$ cat src/rtl/mem_issue_sequencer.sv
// rtl/mem_issue_sequencer.sv - issues a dual-issue memory group (lane1 then lane2) onto one dcache/AGU port
// Holds each request until mem_ok, kills lane2 on a lane1 exception and drains an in-flight access on flush.
module mem_issue_sequencer #(
  parameter int ADDR_W = 32,
  parameter int DATA_W = 32,
  parameter int REQ_W  = ADDR_W + DATA_W + 11
) (
  input  logic              clk,
  input  logic              reset,
  input  logic              flush,
  input  logic              in_valid,
  output logic              in_ready,
  input  logic              in_use1,
  input  logic              in_use2,
  input  logic [REQ_W-1:0]  in_bus1,
  input  logic [REQ_W-1:0]  in_bus2,
  output logic              mem_req_valid,
  output logic [REQ_W-1:0]  mem_req_bus,
  output logic              mem_req_lane,
  input  logic              mem_ok,
  input  logic              mem_excp,
  input  logic [DATA_W-1:0] mem_rdata,
  output logic              out_valid,
  output logic [DATA_W-1:0] out_data1,
  output logic [DATA_W-1:0] out_data2,
  output logic              out_excp,
  output logic              out_kill2
);

  localparam logic [2:0] IDLE  = 3'd0;
  localparam logic [2:0] REQ1  = 3'd1;
  localparam logic [2:0] REQ2  = 3'd2;
  localparam logic [2:0] DONE  = 3'd3;
  localparam logic [2:0] DRAIN = 3'd4;

  logic [2:0]        state, state_n;
  logic [REQ_W-1:0]  bus1_q, bus2_q;
  logic              use2_q;
  logic              lane_q;
  logic [DATA_W-1:0] data1_q, data2_q;
  logic              excp_q, kill2_q;
  logic              req_active;
  logic [REQ_W-1:0]  issue_bus;

  always_comb begin
    state_n = state;
    case (state)
      IDLE: begin
        if (in_valid && !flush) begin
          if (in_use1)      state_n = REQ1;
          else if (in_use2) state_n = REQ2;
          else              state_n = DONE;
        end
      end
      REQ1: begin
        if (mem_ok) begin
          if (flush)                 state_n = IDLE;
          else if (mem_excp)         state_n = DONE;
          else if (use2_q)           state_n = REQ2;
          else                       state_n = DONE;
        end else if (flush) begin
          state_n = DRAIN;
        end
      end
      REQ2: begin
        if (mem_ok)      state_n = flush ? IDLE : DONE;
        else if (flush)  state_n = DRAIN;
      end
      DONE:    state_n = IDLE;
      DRAIN:   if (mem_ok) state_n = IDLE;
      default: state_n = IDLE;
    endcase
  end

  always_ff @(posedge clk or posedge reset) begin
    if (reset) begin
      state   <= IDLE;
      bus1_q  <= '0;
      bus2_q  <= '0;
      use2_q  <= 1'b0;
      lane_q  <= 1'b0;
      data1_q <= '0;
      data2_q <= '0;
      excp_q  <= 1'b0;
      kill2_q <= 1'b0;
    end else begin
      state <= state_n;
      if (state == IDLE && in_valid && !flush) begin
        bus1_q <= in_bus1;
        bus2_q <= in_bus2;
        use2_q <= in_use2;
      end
      if (state == REQ1 && mem_ok && !flush) begin
        data1_q <= mem_rdata;
        if (mem_excp) begin
          excp_q  <= 1'b1;
          kill2_q <= use2_q;
        end
      end
      if (state == REQ2 && mem_ok && !flush) begin
        data2_q <= mem_rdata;
        excp_q  <= mem_excp;
      end
      // lane_q survives into DRAIN so the committed request stays on the bus unchanged
      if (state_n == REQ1)      lane_q <= 1'b0;
      else if (state_n == REQ2) lane_q <= 1'b1;
      if (state_n == IDLE && state != IDLE) begin
        data1_q <= '0;
        data2_q <= '0;
        excp_q  <= 1'b0;
        kill2_q <= 1'b0;
      end
    end
  end

  // cacop is a lane1-only operation, so its fields never leave on a lane2 issue
  assign issue_bus     = lane_q ? {4'b0000, bus2_q[REQ_W-5:0]} : bus1_q;
  assign req_active    = (state == REQ1) || (state == REQ2) || (state == DRAIN);
  assign mem_req_valid = req_active;
  assign mem_req_bus   = req_active ? issue_bus : '0;
  assign mem_req_lane  = req_active && lane_q;
  assign in_ready      = (state == IDLE);
  // DONE lasts one cycle, so a flush landing on it can only suppress the pulse directly
  assign out_valid     = (state == DONE) && !flush;
  assign out_data1     = data1_q;
  assign out_data2     = data2_q;
  assign out_excp      = excp_q;
  assign out_kill2     = kill2_q;

endmodule
$ cat config.mk
export PLATFORM = sky130hd
export DESIGN_NAME = mem_issue_sequencer
export DESIGN_NICKNAME = d
export VERILOG_FILES = /design/src/rtl/mem_issue_sequencer.sv
export SDC_FILE = /design/constraint.sdc
export NUM_CORES = 1
export LEC_CHECK = 0
export CAP_MARGIN = 25
export CORE_ASPECT_RATIO = 0.9
export CORE_UTILIZATION = 46
export CTS_CLUSTER_SIZE = 40
export DETAILED_ROUTE_END_ITERATION = 10
export HOLD_SLACK_MARGIN = 0.08
export PLACE_DENSITY = 0.81
export SETUP_SLACK_MARGIN = 0.02
export SLEW_MARGIN = 20
export SYNTH_ARGS = -nofsm -noshare
export SYNTH_HDL_FRONTEND = slang
export SYNTH_SLANG_ARGS = --single-unit
$ cat constraint.sdc
create_clock -name clk -period 8.05 [get_ports clk]
set_input_delay 1.61 -clock clk [delete_from_list [all_inputs] [get_ports clk]]
set_output_delay 1.61 -clock clk [all_outputs]
set_load 0.05 [all_outputs]
==> results of run 1 <==
-- cells in the mapped netlist (all sizes together) --
| cell | n |
|---|---|
| nand2 | 133 |
| inv | 4 |
| a22oi | 2 |
| o211ai | 1 |
| buf | 43 |
| o21a | 1 |
| and3b | 1 |
| mux2i | 71 |
| mux2 | 146 |
| o21ai | 3 |
| nand3 | 5 |
| nor2 | 77 |
| a221oi | 1 |
| dfrtp | 217 |
| clkbuf | 13 |
| o32ai | 1 |
| or2 | 1 |
| and2 | 6 |
| nor2b | 4 |
| a21oi | 68 |
| nand2b | 6 |
| o21bai | 1 |
| nor3 | 3 |
| and3 | 3 |
-- worst max-delay path: stages (launching register included) --
cell and delay (ns):
dfrtp_1 0.56, nand2b_1 0.24, a21oi_1 0.14, a21oi_4 0.59
buf_4 0.61, nor2_1 0.15, and2_1 0.20, clkdlybuf4s50_1 0.70
-- cell families (layout without fill, tap and decap cells) --
family	count (synthesis)	after routing	share of synthesized area, %
muxes	217	217	24.2
buffers and inverters	60	389	3.45
and+or+nand+nor	239	239	10.1
DFF	217	217	55.9
AOI/OAI and AO/OA	78	78	6.34
-- through the flow --
step	hold slack (ns)	setup WS [ns]	cells	power [mW]	utilization [%]
after CTS	0.494	2.64	1425	5.56	67.5
after floorplan	0.464	0.504	811	3.56	-
after detailed placement	0.481	3.03	1381	4.37	63.4
final	0.490	2.70	1426	5.53	67.7
after global routing	0.502	2.48	1426	5.79	67.7
after global placement	0.473	3.06	1381	4.31	63.4
-- where the power goes --
part	switching [mW]	internal, mW
Combinational	1.57	1.03
Sequential	0.241	1.52
Clock	0.445	0.724
Total	2.25	3.27
-- layer usage --
metal	up-vias	part of all wire, %
li1	3373	-
met1	3503	40
met2	255	47
met3	66	8.3
met4	2	4.3
met5	-	0.051
-- worst paths after layout --
check	to	depth (start not counted)	startpoint	slack, ns
setup reg to reg	bus1_q[44]$_DFFE_PP0P_	4	state[1]$_DFF_PP0_	5.34
min in group asynchronous	bus2_q[8]$_DFFE_PP0P_	2	reset	1.64
setup / recovery	mem_req_bus[72]	7	state[0]$_DFF_PP0_	2.70
max in group asynchronous	lane_q$_DFFE_PP0P_	3	reset	4.83
hold / removal	bus1_q[39]$_DFFE_PP0P_	1	bus1_q[39]$_DFFE_PP0P_	0.49
hold reg to reg	bus1_q[39]$_DFFE_PP0P_	1	bus1_q[39]$_DFFE_PP0P_	0.49
-- sequential cells by signal (all words and copies together), names as in the netlist --
name / flops
out_data2: 32
out_data1: 32
state: 3
out_excp: 1
use2_q: 1
bus1_q: 75
lane_q: 1
out_kill2: 1
bus2_q: 71
-- final cells by class --
class,instances,area [µm²],share of cell area [%]
Clock buffer,31,678,4.82
Clock inverter,13,173,1.23
Inverter,4,27.5,0.196
Multi-Input combinational cell,534,3980,28.3
Sequential cell,217,5430,38.7
Tap cell,286,358,2.55
Timing Repair Buffer,341,3410,24.2
-- cells in the final DEF, fill, tap and decap left out, types with 3 or more instances in the layout --
cell type | synthesis | layout
clkdlybuf4s50_1 | 0 | 330
mux2_1 | 31 | 31
mux2i_1 | 71 | 71
a21oi_1 | 18 | 17
clkbuf_16 | 0 | 25
and3_1 | 3 | 3
mux2_2 | 115 | 115
nor2_1 | 75 | 74
buf_4 | 8 | 10
nand2b_1 | 6 | 6
nand3_1 | 5 | 4
nor2b_1 | 4 | 4
clkbuf_1 | 13 | 3
clkinv_2 | 0 | 7
dfrtp_1 | 217 | 216
bufinv_16 | 0 | 4
and2_1 | 5 | 5
nand2_1 | 133 | 133
a21oi_2 | 50 | 50
clkbuf_8 | 0 | 3
==> results.sh, run 1 <==
export IMPL_outcome="finished clean"
export IMPL_slew_headroom_pct=33.5
export IMPL_finalHoldViolCount=0
export IMPL_place_area_um2=13200
export IMPL_die_area_um2=21700
export IMPL_overflow=0
export IMPL_crit_path_max_fanout=50
export IMPL_finalCritPeriodShare_pct=66.4
export IMPL_cts_buffers=25
export IMPL_post_drt_wl_per_cell_um=18.0
export IMPL_chipHeight_um=140
export IMPL_critical_path_class="flip-flop to primary output"
export IMPL_viasPerCell=5.05
export IMPL_fill_cells=1573
export IMPL_yosys_top_cells_area="dfrtp_1 (56%), mux2_2 (13%), mux2i_1 (7.3%), nand2_1 (5.1%), a21oi_2 (4.5%)"
export IMPL_peakVddDrop_uv=220
export IMPL_finalSetupTns_ns=0
export IMPL_boundaryPins=335
export IMPL_worstPathArrival_ns=3.74
export IMPL_avgSynthCellArea_um2=12.0
export IMPL_htreeDepth=1
export IMPL_drtIter0Drc=305
export IMPL_finalMaxSlewViolations=0
export IMPL_synth_ff_latch_count=217
export IMPL_post_route_drc_count=0
export IMPL_power_per_cell_area_nw_per_um2=393
export IMPL_drt_wl_total_um=25700
export IMPL_rsz0062_at_grt="no"
export IMPL_start_kind="flip-flop"
export IMPL_drt_first_pass_iters=4
export IMPL_n_antenna_cell=0
export IMPL_ant_nets=0
export IMPL_cts_repair_timing_setup_buffer_count=0
export IMPL_cap_violations=0
export IMPL_syn_area_um2=9710
export IMPL_leakagePower_nw=5.93
export IMPL_yosysUniqueCellTypes=35
export IMPL_cts_buffer_depth=3
export IMPL_synth_top_cell_area_share_pct=55.9
export IMPL_antenna_found_initial=1
export IMPL_dieWidth_um=155
export IMPL_fin_nets=1313
export IMPL_cp_required_ns=6.44
export IMPL_initial_core_util_pct=46.8
export IMPL_crit_path_end_kind="primary output"
export IMPL_fmax_mhz=187
export IMPL_seq_area_frac_synth_pct=55.9
export IMPL_synth_largest_area_cell="dfrtp_1"
export IMPL_path_clk_slew_ns=0.06
export IMPL_grtUsageTotal_pct=23.2
export IMPL_gp_congestion=0.785
export IMPL_syn_inst=811
export IMPL_use_met1_pct=28.0
export IMPL_clock_sinks=217
export IMPL_drive_above_1_share_pct=19.9
export IMPL_numPortBuffers=330
export IMPL_cts_root_buf="clkbuf_16"
export IMPL_grt_pass1_wl_um=39600
export IMPL_use_met3_pct=7.29
export IMPL_vias=7199
export IMPL_cts_hold_buf=0
export IMPL_core_area_um2=20800
export IMPL_period_needed_ns=5.35
export IMPL_grtUsageMet2_pct=38.2
export IMPL_ys_warn_count=0
export IMPL_fin_skew_ns=0.00694
export IMPL_syn_num_nets=1001
export IMPL_dp_hpwl_um=17000
export IMPL_cts_resized=0
export IMPL_first_global_vias=7407
export IMPL_grt_max_degree=147
export IMPL_rows=50
export IMPL_min_path_type="flip-flop to flip-flop"
export IMPL_insertion_delay_ns=0.51
export IMPL_worstMarginPinSlew_ns=0.997
export IMPL_final_area_um2=14100
export IMPL_setup_viol=0
export IMPL_busiest_layer="met2"
export IMPL_tritoncts="done"
export IMPL_syn_to_final_growth_pct=44.7
Note: power is estimated with default switching activity, not from simulation.
==> inputs of run 2 (changes only) <==
Settings changed: CORE_UTILIZATION 46 to 41, PLACE_DENSITY 0.81 to 0.76.
Clock period 8.05 ns to 4.6 ns, I/O delays scaled along.
==> run 2 against run 1 <==
Critical path depth is 1 lower. Sequential cell count unchanged. Total power up 71%. Via count decreased by 0.75%. Clock power rose by 56%.
==> results.sh, run 2 (same netlist as run 1, synthesis figures left out) <==
export IMPL_outcome="finished clean"
export IMPL_hold_end="bus1_q[46]$_DFFE_PP0P_"
export IMPL_dp_hpwl_um=17500
export IMPL_finalMaxSlewViolations=0
export IMPL_tritoncts="done"
export IMPL_first_global_vias=7436
export IMPL_numPortBuffers=330
export IMPL_rr_worst_depth=4
export IMPL_finalHoldViolCount=0
export IMPL_regArea_um2=5430
export IMPL_finalWorstSetupSlack_ns=0.322
export IMPL_cts_buffer_depth=3
export IMPL_drive_above_1_share_pct=19.6
export IMPL_grt_pass1_wl_um=39600
export IMPL_fmax_mhz=234
export IMPL_cp_required_ns=3.68
export IMPL_crit_path_max_fanout=52
export IMPL_setup_viol=0
export IMPL_worst_path_buf_inv=2
export IMPL_final_area_um2=14100
export IMPL_whs_path_depth=1
export IMPL_boundaryPins=335
export IMPL_crit_path_end_kind="primary output"
export IMPL_total_power_mw=9.47
export IMPL_leakagePower_nw=5.92
export IMPL_rows=53
export IMPL_gp_congestion=0.795
export IMPL_final_common_cell="clkdlybuf4s50_1"
export IMPL_critical_path_class="flip-flop to primary output"
export IMPL_worstMarginPinSlew_ns=0.812
export IMPL_cts_hold_buf=0
export IMPL_cap_violations=0
export IMPL_layoutNonFillerInstCount=1442
export IMPL_hold_ws_ns=0.489
export IMPL_power_per_cell_area_nw_per_um2=673
export IMPL_fin_skew_ns=0.0166
export IMPL_worstPathCellList="nand2b_1, a21oi_1, a21oi_4, buf_4, nor2_1, clkdlybuf4s50_1"
export IMPL_clock_sinks=217
export IMPL_viasPerCell=4.95
export IMPL_start_kind="flip-flop"
export IMPL_largest_reg_flops=75
export IMPL_worstPathArrival_ns=3.36
export IMPL_finalSetupTns_ns=0
export IMPL_drt_first_pass_iters=4
export IMPL_place_area_um2=13300
export IMPL_antenna_found_initial=0
export IMPL_ant_nets=0
export IMPL_post_drt_wl_per_cell_um=17.9
export IMPL_fill_cells=1931
export IMPL_largest_register="bus1_q"
export IMPL_chipHeight_um=148
export IMPL_grt_max_degree=66
export IMPL_die_area_um2=24300
export IMPL_drt_wl_total_um=25800
export IMPL_crit_family="buffers and inverters"
export IMPL_layout_common_cells="clkdlybuf4s50_1 (330), dfrtp_1 (216), nand2_1 (133)"
export IMPL_insertion_delay_ns=0.52
export IMPL_crit_path_max_incr_delay_ns=0.72
export IMPL_cpMaxStageDelayCell="clkdlybuf4s50_1"
export IMPL_period_needed_ns=4.28
export IMPL_drtIter0Drc=370
export IMPL_r2r_slack_ns=1.95
export IMPL_cts_buffers=25
export IMPL_syn_to_final_growth_pct=44.9
export IMPL_finish_utilization_pct=60.5
export IMPL_place_ws_ns=0.727
export IMPL_cts_resized=0
export IMPL_cts_repair_timing_setup_buffer_count=0
export IMPL_dp_cells=1401
export IMPL_peakVddDrop_uv=386
export IMPL_hp_start="bus1_q[46]$_DFFE_PP0P_"
export IMPL_min_path_type="flip-flop to flip-flop"
export IMPL_largestRegisters="bus1_q: 75 flops, bus2_q: 71 flops"
export IMPL_fin_nets=1318
export IMPL_overflow=0
export IMPL_dieWidth_um=164
export IMPL_timing_rr_start="state[1]$_DFF_PP0_"
export IMPL_rsz0062_at_grt="no"
export IMPL_core_area_um2=23300
export IMPL_reg2reg_to="bus1_q[30]$_DFFE_PP0P_"
export IMPL_n_antenna_cell=0
export IMPL_grtUsageTotal_pct=20.7
export IMPL_vias=7145
export IMPL_finalCritPeriodShare_pct=93.0
export IMPL_cts_root_buf="clkbuf_16"
export IMPL_slew_headroom_pct=45.9
export IMPL_htreeDepth=1
export IMPL_multi_input_comb_area_um2=3990
export IMPL_initial_core_util_pct=41.7
export IMPL_post_route_drc_count=0
export IMPL_path_clk_slew_ns=0.06
run 2: cell count changes in the layout (fill, tap and decap cells not counted), sizes merged:
cell,change
clkinv,-8
inv,+1
buf,+4
clkbuf,+5
clkinvlp,+1
a21oi,+1
bufinv,-4
run 2: area by class of cell:
cell class / count / share of cell area [%]
clock inverters: 3 / 0.160
repair buffers: 345 / 25.0
inverters: 4 / 0.133
well taps: 302 / 2.68
clock buffers: 36 / 5.09
flip-flops and latches: 217 / 38.6
multi-input cells: 535 / 28.3
run 2: how the worst max path moves through the flow:
stage                                   from               endpoint  depth (start not counted)
after floorplan                        reset  bus1_q[0]$_DFFE_PP0P_                          1
after global placement    state[0]$_DFF_PP0_        mem_req_bus[19]                          6
after detailed placement  state[0]$_DFF_PP0_        mem_req_bus[26]                          6
after CTS                 state[0]$_DFF_PP0_        mem_req_bus[26]                          6
after global routing      state[0]$_DFF_PP0_        mem_req_bus[26]                          6
final                     state[0]$_DFF_PP0_        mem_req_bus[28]                          6
run 2: where the power goes:
group	switching [mW]	leakage, nW	internal (mW)
sequential	0.473	2.68	2.66
combinational	2.70	2.88	1.82
clock	0.748	0.364	1.07
total	3.92	5.92	5.55
run 2: metal layers:
metal / vias to the layer above / track usage, % / share of wire [%]
met5: - / 0 / 0
met4: 0 / 7.27 / 3.4
met3: 51 / 5.50 / 7.9
met2: 254 / 34.5 / 48
met1: 3472 / 25.9 / 41
li1: 3368 / - / -
